### config.mk
export PLATFORM = sky130hd
export DESIGN_NAME = spi_to_axi_stream
export DESIGN_NICKNAME = d
export VERILOG_FILES = /design/src/rtl/spi_to_axi_stream.sv
export SDC_FILE = /design/constraint.sdc
export NUM_CORES = 1
export LEC_CHECK = 0
export CORE_ASPECT_RATIO = 1.1
export CORE_MARGIN = 1
export CORE_UTILIZATION = 25
export DETAILED_ROUTE_END_ITERATION = 10
export GPL_TIMING_DRIVEN = 0
export PLACE_DENSITY = 0.5
export SLEW_MARGIN = 0
export SYNTH_ARGS = -nofsm -noshare
export SYNTH_HDL_FRONTEND = slang
export SYNTH_SLANG_ARGS = --single-unit
### constraint.sdc
create_clock -name clk -period 2.3 [get_ports clk]
set_clock_uncertainty 0.05 [all_clocks]
set_input_delay 0.46 -clock clk [delete_from_list [all_inputs] [get_ports clk]]
set_output_delay 0.46 -clock clk [all_outputs]
set_load 0.01 [all_outputs]
### src/rtl/spi_to_axi_stream.sv
// rtl/spi_to_axi_stream.sv - SPI mode-0 slave receiver feeding an 8-bit AXI-Stream through a small FIFO.
module spi_to_axi_stream #(
  parameter int FIFO_DEPTH  = 4,
  parameter int SYNC_STAGES = 2
) (
  input  logic       clk,
  input  logic       reset_n,
  input  logic       SCLK,
  input  logic       MOSI,
  input  logic       CS,
  output logic [7:0] TDATA,
  output logic       TVALID,
  input  logic       TREADY,
  output logic       TLAST,
  output logic       overflow,
  output logic       frame_err,
  output logic       done
);

  localparam int AW = $clog2(FIFO_DEPTH);
  localparam logic [0:0] IDLE = 1'b0;
  localparam logic [0:0] RECV = 1'b1;

  logic [SYNC_STAGES-1:0] sclk_sync, mosi_sync, cs_sync, warm;
  logic sclk_d, cs_d, armed;
  logic sclk_s, mosi_s, cs_s, sclk_rise, cs_rise, cs_fall;

  assign sclk_s    = sclk_sync[SYNC_STAGES-1];
  assign mosi_s    = mosi_sync[SYNC_STAGES-1];
  assign cs_s      = cs_sync[SYNC_STAGES-1];
  assign sclk_rise = sclk_s & ~sclk_d;
  assign cs_rise   = cs_s & ~cs_d;
  // A frame can only start once CS has genuinely been sampled high since reset.
  assign cs_fall   = armed & cs_d & ~cs_s;

  always_ff @(posedge clk or negedge reset_n) begin
    if (!reset_n) begin
      sclk_sync <= '0;
      mosi_sync <= '0;
      cs_sync   <= '1;
      warm      <= '0;
      sclk_d    <= 1'b0;
      cs_d      <= 1'b1;
      armed     <= 1'b0;
    end else begin
      sclk_sync <= {sclk_sync[SYNC_STAGES-2:0], SCLK};
      mosi_sync <= {mosi_sync[SYNC_STAGES-2:0], MOSI};
      cs_sync   <= {cs_sync[SYNC_STAGES-2:0], CS};
      warm      <= {warm[SYNC_STAGES-2:0], 1'b1};
      sclk_d    <= sclk_s;
      cs_d      <= cs_s;
      if (warm[SYNC_STAGES-1] && cs_s) armed <= 1'b1;
    end
  end

  logic [0:0] state, state_nx;
  logic [6:0] shift, shift_nx;
  logic [2:0] bit_cnt, cnt_nx, cnt_after;
  logic [7:0] pend_data, pend_data_nx, new_byte;
  logic       pend_full, pend_full_nx, flush, flush_nx;
  logic       push, completing, ferr_nx, ovf_clr;
  logic [8:0] push_word;

  assign new_byte  = {shift, mosi_s};
  assign cnt_after = sclk_rise ? bit_cnt + 3'd1 : bit_cnt;

  always_comb begin
    state_nx     = state;
    shift_nx     = shift;
    cnt_nx       = bit_cnt;
    pend_data_nx = pend_data;
    pend_full_nx = pend_full;
    flush_nx     = flush;
    push         = 1'b0;
    push_word    = {1'b0, pend_data};
    completing   = 1'b0;
    ferr_nx      = 1'b0;
    ovf_clr      = 1'b0;
    case (state)
      IDLE: begin
        if (flush) begin
          push         = 1'b1;
          push_word    = {1'b1, pend_data};
          pend_full_nx = 1'b0;
          flush_nx     = 1'b0;
        end
        if (cs_fall) begin
          state_nx = RECV;
          cnt_nx   = 3'd0;
          ovf_clr  = 1'b1;
        end
      end
      RECV: begin
        if (sclk_rise) begin
          shift_nx = new_byte[6:0];
          cnt_nx   = cnt_after;
          if (bit_cnt == 3'd7) begin
            completing   = 1'b1;
            pend_data_nx = new_byte;
            pend_full_nx = 1'b1;
            if (pend_full) push = 1'b1;
          end
        end
        if (cs_rise) begin
          state_nx = IDLE;
          cnt_nx   = 3'd0;
          ferr_nx  = (cnt_after != 3'd0);
          // The port may already be busy with the previous byte; emit the final one next cycle.
          if (completing) begin
            flush_nx = 1'b1;
          end else if (pend_full) begin
            push         = 1'b1;
            push_word    = {1'b1, pend_data};
            pend_full_nx = 1'b0;
          end
        end
      end
      default: state_nx = IDLE;
    endcase
  end

  logic [8:0]  mem [FIFO_DEPTH];
  logic [AW:0] wr_ptr, rd_ptr;
  logic        full, pop, wr_ok;

  assign TVALID = (wr_ptr != rd_ptr);
  assign full   = (wr_ptr[AW] != rd_ptr[AW]) && (wr_ptr[AW-1:0] == rd_ptr[AW-1:0]);
  assign pop    = TVALID & TREADY;
  assign wr_ok  = push & (~full | pop);
  assign TDATA  = mem[rd_ptr[AW-1:0]][7:0];
  assign TLAST  = mem[rd_ptr[AW-1:0]][8];

  always_ff @(posedge clk or negedge reset_n) begin
    if (!reset_n) begin
      state     <= IDLE;
      shift     <= '0;
      bit_cnt   <= '0;
      pend_data <= '0;
      pend_full <= 1'b0;
      flush     <= 1'b0;
      wr_ptr    <= '0;
      rd_ptr    <= '0;
      overflow  <= 1'b0;
      frame_err <= 1'b0;
      done      <= 1'b0;
      for (int i = 0; i < FIFO_DEPTH; i++) mem[i] <= '0;
    end else begin
      state     <= state_nx;
      shift     <= shift_nx;
      bit_cnt   <= cnt_nx;
      pend_data <= pend_data_nx;
      pend_full <= pend_full_nx;
      flush     <= flush_nx;
      frame_err <= ferr_nx;
      done      <= pop & TLAST;
      if (wr_ok) begin
        mem[wr_ptr[AW-1:0]] <= push_word;
        wr_ptr              <= wr_ptr + 1'b1;
      end
      if (pop) rd_ptr <= rd_ptr + 1'b1;
      if (push && !wr_ok) overflow <= 1'b1;
      else if (ovf_clr)   overflow <= 1'b0;
    end
  end

endmodule

## Yosys cells after proc, flatten, opt, wreduce, memory -nomap -nowiden

Cells that the tools add are included.

- Flip-flop bits (word level): 77
- Bits of input ports: 6
- Output and inout bits: 13
- Logic and storage cells: 108

- Add/sub/neg operators: 3
- $lt $le $gt $ge: 3
- Equal/unequal tests: 9
- Multiplexer cells: 45
- Bitwise logic cells: 15
- Reductions and logical operators: 11

Operators with widths:

| kind | number |
|---|---|
| $mux W9 | 7 |
| $bwmux W36 | 1 |
| $mux W1 | 25 |
| $bmux W9 S2 | 1 |
| $demux W9 S2 | 1 |
| $pmux W9 S2 | 1 |
| $mux W3 | 4 |
| $add A3 B1 Y3 const B | 3 |
| $pmux W1 S2 | 4 |
| $and A1 B1 Y1 | 7 |
| $ge A3 B3 Y1 const B | 2 |
| $ne A2 B2 Y1 const B | 3 |
| $not A2 Y3 | 2 |
| $pmux W3 S2 | 1 |
| $reduce_and A2 Y1 | 3 |
| $not A1 Y1 | 5 |
| $logic_and A1 B1 Y1 | 4 |
| $eq A3 B3 Y1 const B | 1 |
| $lt A3 B1 Y1 const B | 1 |
| $ne A3 B3 Y1 | 1 |
| $ne A3 B3 Y1 const B | 1 |
| $reduce_and A3 Y1 | 1 |
| $reduce_bool A3 Y1 | 1 |
| $eq A2 B2 Y1 | 1 |
| 5 further kinds | 5 |

## Logic depth before layout (Yosys ltp)

- Depth after elaboration: 11
- Mapped depth: 6
- Gate-level depth less buffers: 5

## Least setup slack after synthesis

No wires, ideal clock.

- Kind: reg-to-reg
- Start point: register bit_cnt[0]
- End point: register mem[0] (netlist bit)
- Library setup time: 125 ps
- Arrival time: 1,694 ps
- Required time: 2,125 ps
- Setup slack: 432 ps
- Cell stages (with the launch flop): 7
- Buffers on the path: 1
- Clock period less this slack: 1,868 ps
- Cells stage by stage: dfrtp_1 -> ha_1 -> ha_1 -> a311o_1 -> buf_6 -> nand3_4 -> mux2_2

- Cells in the longest elaborated chain, start to end: 8
- Elaborated cells between the ends (all ways): 15
- Classes of those cells: 1 x eq/ne; 13 x mux; 1 x bitwise

Ends and longest elaborated chain:

| item | RTL line | RTL |
|---|---|---|
| from (decl) | 58 | `logic [2:0] bit_cnt, cnt_nx, cnt_after;` |
| from (signal assigned) | 150 | `bit_cnt <= cnt_nx;` |
| $eq A3 B3 Y1 * | 97 | `if (bit_cnt == 3'd7) begin` |
| $mux W1 | 97 |  |
| $mux W1 | 94 | `if (sclk_rise) begin` |
| $mux W1, on equally long branches | 79, 111 |  |
| $mux W9 or $mux W1 (tied branches) | 109 | `if (completing) begin` |
| $mux W9 or $mux W1 (tied branches) | 104 | `if (cs_rise) begin` |
| $pmux W9 S2 or $pmux W1 S2 (tied branches) | 79 | `case (state)` |
| $bwmux W36 or $and A1 B1 Y1 (tied branches) | 157, 129 |  |
| to (signal, indexed assignment) | 157 | `mem[wr_ptr[AW-1:0]] <= push_word;` |
| to (decl) | 122 | `logic [8:0] mem [FIFO_DEPTH];` |

Every way passes the cells marked *; elsewhere a longest branch is shown, timed or not. The select of a mux whose other input is x is not followed.
A chain may end at the register's enable or synchronous reset.

## Final worst setup path

- Start point: register rd_ptr[0]
- End point: output TDATA[2]

- Cells in the longest elaborated chain, start to end: 4

Ends and longest elaborated chain:

| item | RTL line | RTL |
|---|---|---|
| from (decl) | 123 | `logic [AW:0] wr_ptr, rd_ptr;` |
| from (signal assigned) | 160 | `if (pop) rd_ptr <= rd_ptr + 1'b1;` |
| $not A2 Y3 (not written as such) | 130 | `assign TDATA = mem[rd_ptr[AW-1:0]][7:0];` |
| $bmux W9 S2 | 130 |  |
| $mux W9 (2 in series) | - |  |
| to (decl) | 11 | `output logic [7:0] TDATA,` |

No other way between the ends. The select of a mux whose other input is x is not followed.

==> metrics.md <==
| Metric | Value |
|---|---|
| Status | complete, but fails checks |
| Failing checks | DRC |
| F_max | around 450 MHz |
| Gr usage total | 9.83% |
| Buf/Inv on CP | 2 |
| DRC Markers | 1 |
| Vias per Instance | ~4.4 |
| Switching power total | 0.827 mW |
| Clock Path Buffers | 2 |
| Post-synth EDFFs | 0 |
| Area Overhead vs Synth | 22.0% |
| Final WS setup | 0.0678 ns |
| Final setup fails | 0 |
| Mean post-synth cell area | 16.0 um^2 |
| Clock group share of total power | between 30% and 40% |
| Final worst path period share | roughly 97% |
| H-Tree Depth | 3 |
| Syn Nets | around 210 |
| Top FF cell, synth | dfrtp_1 |
| DR WL/cell | 14.6 um |
| Pre-CTS setup slack | -0.0874 ns |
| Critical Path RT | 1.79 ns |
| Die W | 110 um |
| Max FO, Critical Path | 5 |
| Fillers | 1,260 |
| Max-slew violation count | 0 |
| Vias in the first global route | 1,808 |
| Initial antenna violation count | 0 |
| Detail Placement HPWL | 3.62 mm |
| CTS tree | done |
| DRT Wirelength | 5.78 mm |
| Number of max-cap violations | 0 |
| Share of cells above drive strength 1 | 36.8% |
| ANT cells | 0 |
| Die area | 13,400 um^2 |
| Total number of vias | 1,738 |
| Async SR Flop Fraction | 100% |
| TritonCTS Buffers | 9 |
| Synth Warn # | 0 |
| Final std cells w/o fill | about 400 |
| Leakage | between 1.5 and 2 nW |
| WHS | between 0.2 and 0.3 ns |
| DP Cell Count | ~380 |
| Final nets | 247 |
| Crit-path slowest cell | mux4_2 |
| Initial Util | 25.6% |
| Logic pwr share | 16.0% |
| Sequential share of power | a little under half |
| Hold Vio Cnt, Final | 0 |
| Seq/Total Area, Yosys | between 50% and 60% |
| Number of core rows | 43 |
| FF+latch count, synth | 77 |
| Fin crit period | 2.23 ns |
| Multi-input logic area | 1250 um^2 |
| Worst setup SP type | register |
| Starting DRT DRC Count | 64 |
| DRT Pass-1 Iters | 7 |
| Core area | between 10,000 and 15,000 um^2 |
| Register area | 1930 um^2 |
| First-pass GRT wire length | 9.50 mm |
| P_int | 2.49 mW |
| Root Buffer | clkbuf_16 |
| Largest net degree at the start of global routing | 60 |
| Maximum VDD drop | 0.352 mV |
| RSZ-0062 raised after global routing | false |
| Commonest non-fill, non-tap cell in the layout | dfrtp_1 |
| Arrival @ worst endpoint | about 1.7 ns |
| Worst min path class | reg2reg |
| Total gr overflow | 0 |
| Synth Cell Area | 3230 um^2 |
| Worst-path clk slew | around 0.050 ns |
| Kind of critical path | reg2out |
| Post-Syn Instances | 201 |
| DIE HEIGHT | 121 um |
| DRT antenna net count | 0 |
| Sink Count | 77 |
| Io pins | 19 |
| Routability congestion estimate | 0.688 |
| Critical path's largest stage delay | 0.49 ns |
| Sw Ratio | 25.0% |
| Critical path endpoint category | output port |
| Clk_lat worst skew | 0.33 ns |
| Commonest cells after routing, fill and taps aside | 73 x dfrtp_1, 50 x mux2_2, 10 x clkbuf_16 |
| PD cells | 842 nW/um^2 |
| PortBufs | 18 |
| Yosys cell types | 31 |
| Crit-path cells | clkbuf_16 > mux4_2 > dlygate4sd2_1 |
| Delay-heaviest family, CP | multiplexers |
-- what timing repair did --
action	CTS	global route
gates resized for setup	15	3
endpoints found under the setup margin	9	2
hold buffers	1	0
buffers inserted	1	0
cloned	0	1
hold endpoints to repair	18	0
-- stage by stage --
stage | setup TNS (ns) | cell area, um^2 | utilization [%] | total power, mW
floorplan | 0 | 3230 | - | 1.86
global placement | -156.38 | 3600 | 28.6 | 2.00
detailed placement | -0.569 | 3630 | 28.8 | 2.01
CTS | 0 | 3910 | 31.0 | 3.31
global route | 0 | 3940 | 31.3 | 3.49
finish | 0 | 3940 | 31.3 | 3.31
-- worst paths after layout --
| kind | endpoint | startpoint | cells past startpoint | slack (ns) |
|---|---|---|---|---|
| worst min-delay path | sclk_sync[1]$_DFF_PN0_ | sclk_sync[0]$_DFF_PN0_ | 0 | 0.30 |
| min in group asynchronous | mem[6]$_DFFE_PN0P_ | reset_n | 2 | 0.51 |
| worst max-delay path | TDATA[2] | rd_ptr[0]$_DFFE_PN0P_ | 3 | 0.07 |
| max in group asynchronous | cs_d$_DFF_PN1_ | reset_n | 3 | 1.07 |
| worst max register to register | mem[6]$_DFFE_PN0P_ | bit_cnt[0]$_DFFE_PN0P_ | 6 | 0.23 |
| worst min register to register | sclk_sync[1]$_DFF_PN0_ | sclk_sync[0]$_DFF_PN0_ | 0 | 0.30 |
-- Yosys cell counts, types with 2 or more instances --
master | n | area share, %
inv_1 | 3 | 0.35
nand2_1 | 6 | 0.70
buf_2 | 3 | 0.47
a311oi_1 | 2 | 0.54
nand3b_1 | 2 | 0.47
nor2b_1 | 4 | 0.78
xnor2_1 | 7 | 1.9
o21ai_0 | 4 | 0.62
mux4_2 | 9 | 6.3
nand3_4 | 4 | 2.2
ha_1 | 7 | 2.7
dfrtp_1 | 74 | 57
dfstp_2 | 3 | 2.4
mux2_1 | 3 | 1.0
mux2_2 | 50 | 17
a21o_1 | 2 | 0.47
nand3_1 | 3 | 0.47
a22o_1 | 2 | 0.54
-- kinds of logic (layout without fill, tap and decap cells) --
logic type	Yosys count	after routing	synth area share, %
flip-flops	77	77	59.9
multiplexers	62	62	24.8
AND/OR/NAND/NOR	26	26	6.32
AO/OA/AOI/OAI	13	13	3.03
buffers and inverters	8	46	1.28
adder cells (fa/ha/maj)	7	7	2.72
XOR/XNOR	7	7	1.90
other	1	1	0.116
-- metal layers --
| metal | global-route usage (%) | part of all wire [%] |
|---|---|---|
| met1 | 12.9 | 47 |
| met5 | 0 | 0 |
| met4 | 6.17 | 2.6 |
| met2 | 14.5 | 47 |
| met3 | 2.26 | 3.3 |
-- power groups by stage --
stage / clock (mW) / combinational, mW / sequential (mW)
6_report: 1.24 / 0.530 / 1.55
5_1_grt: 1.35 / 0.578 / 1.56
4_1_cts: 1.27 / 0.501 / 1.54
3_5_place_dp: 0 / 0.448 / 1.56
3_3_place_gp: 0 / 0.439 / 1.56
2_1_floorplan: 0 / 0.318 / 1.54
-- state kept, by name (all words and copies together), names as in the netlist, 2 cells and up --
| signal | cells |
|---|---|
| bit_cnt | 3 |
| cs_sync | 2 |
| mem | 36 |
| mosi_sync | 2 |
| pend_data | 8 |
| rd_ptr | 3 |
| sclk_sync | 2 |
| shift | 7 |
| warm | 2 |
| wr_ptr | 3 |
-- worst register-to-register path, stage by stage, from the launching register on --
cell	delay (ns)
dfrtp_1	0.41
ha_1	0.21
ha_1	0.25
a311o_1	0.31
buf_6	0.15
nand3_4	0.21
mux2_2	0.37
-- layout make-up --
| class | count | share of cell area [%] |
|---|---|---|
| clock inverter | 2 | 0.254 |
| tap | 157 | 4.99 |
| timing repair buffer | 22 | 6.10 |
| buffer | 5 | 1.24 |
| sequential | 77 | 49.1 |
| inverter | 3 | 0.286 |
| clock buffer | 14 | 6.20 |
| multi-input combinational | 116 | 31.8 |
Note: power is estimated with default switching activity, not from simulation.
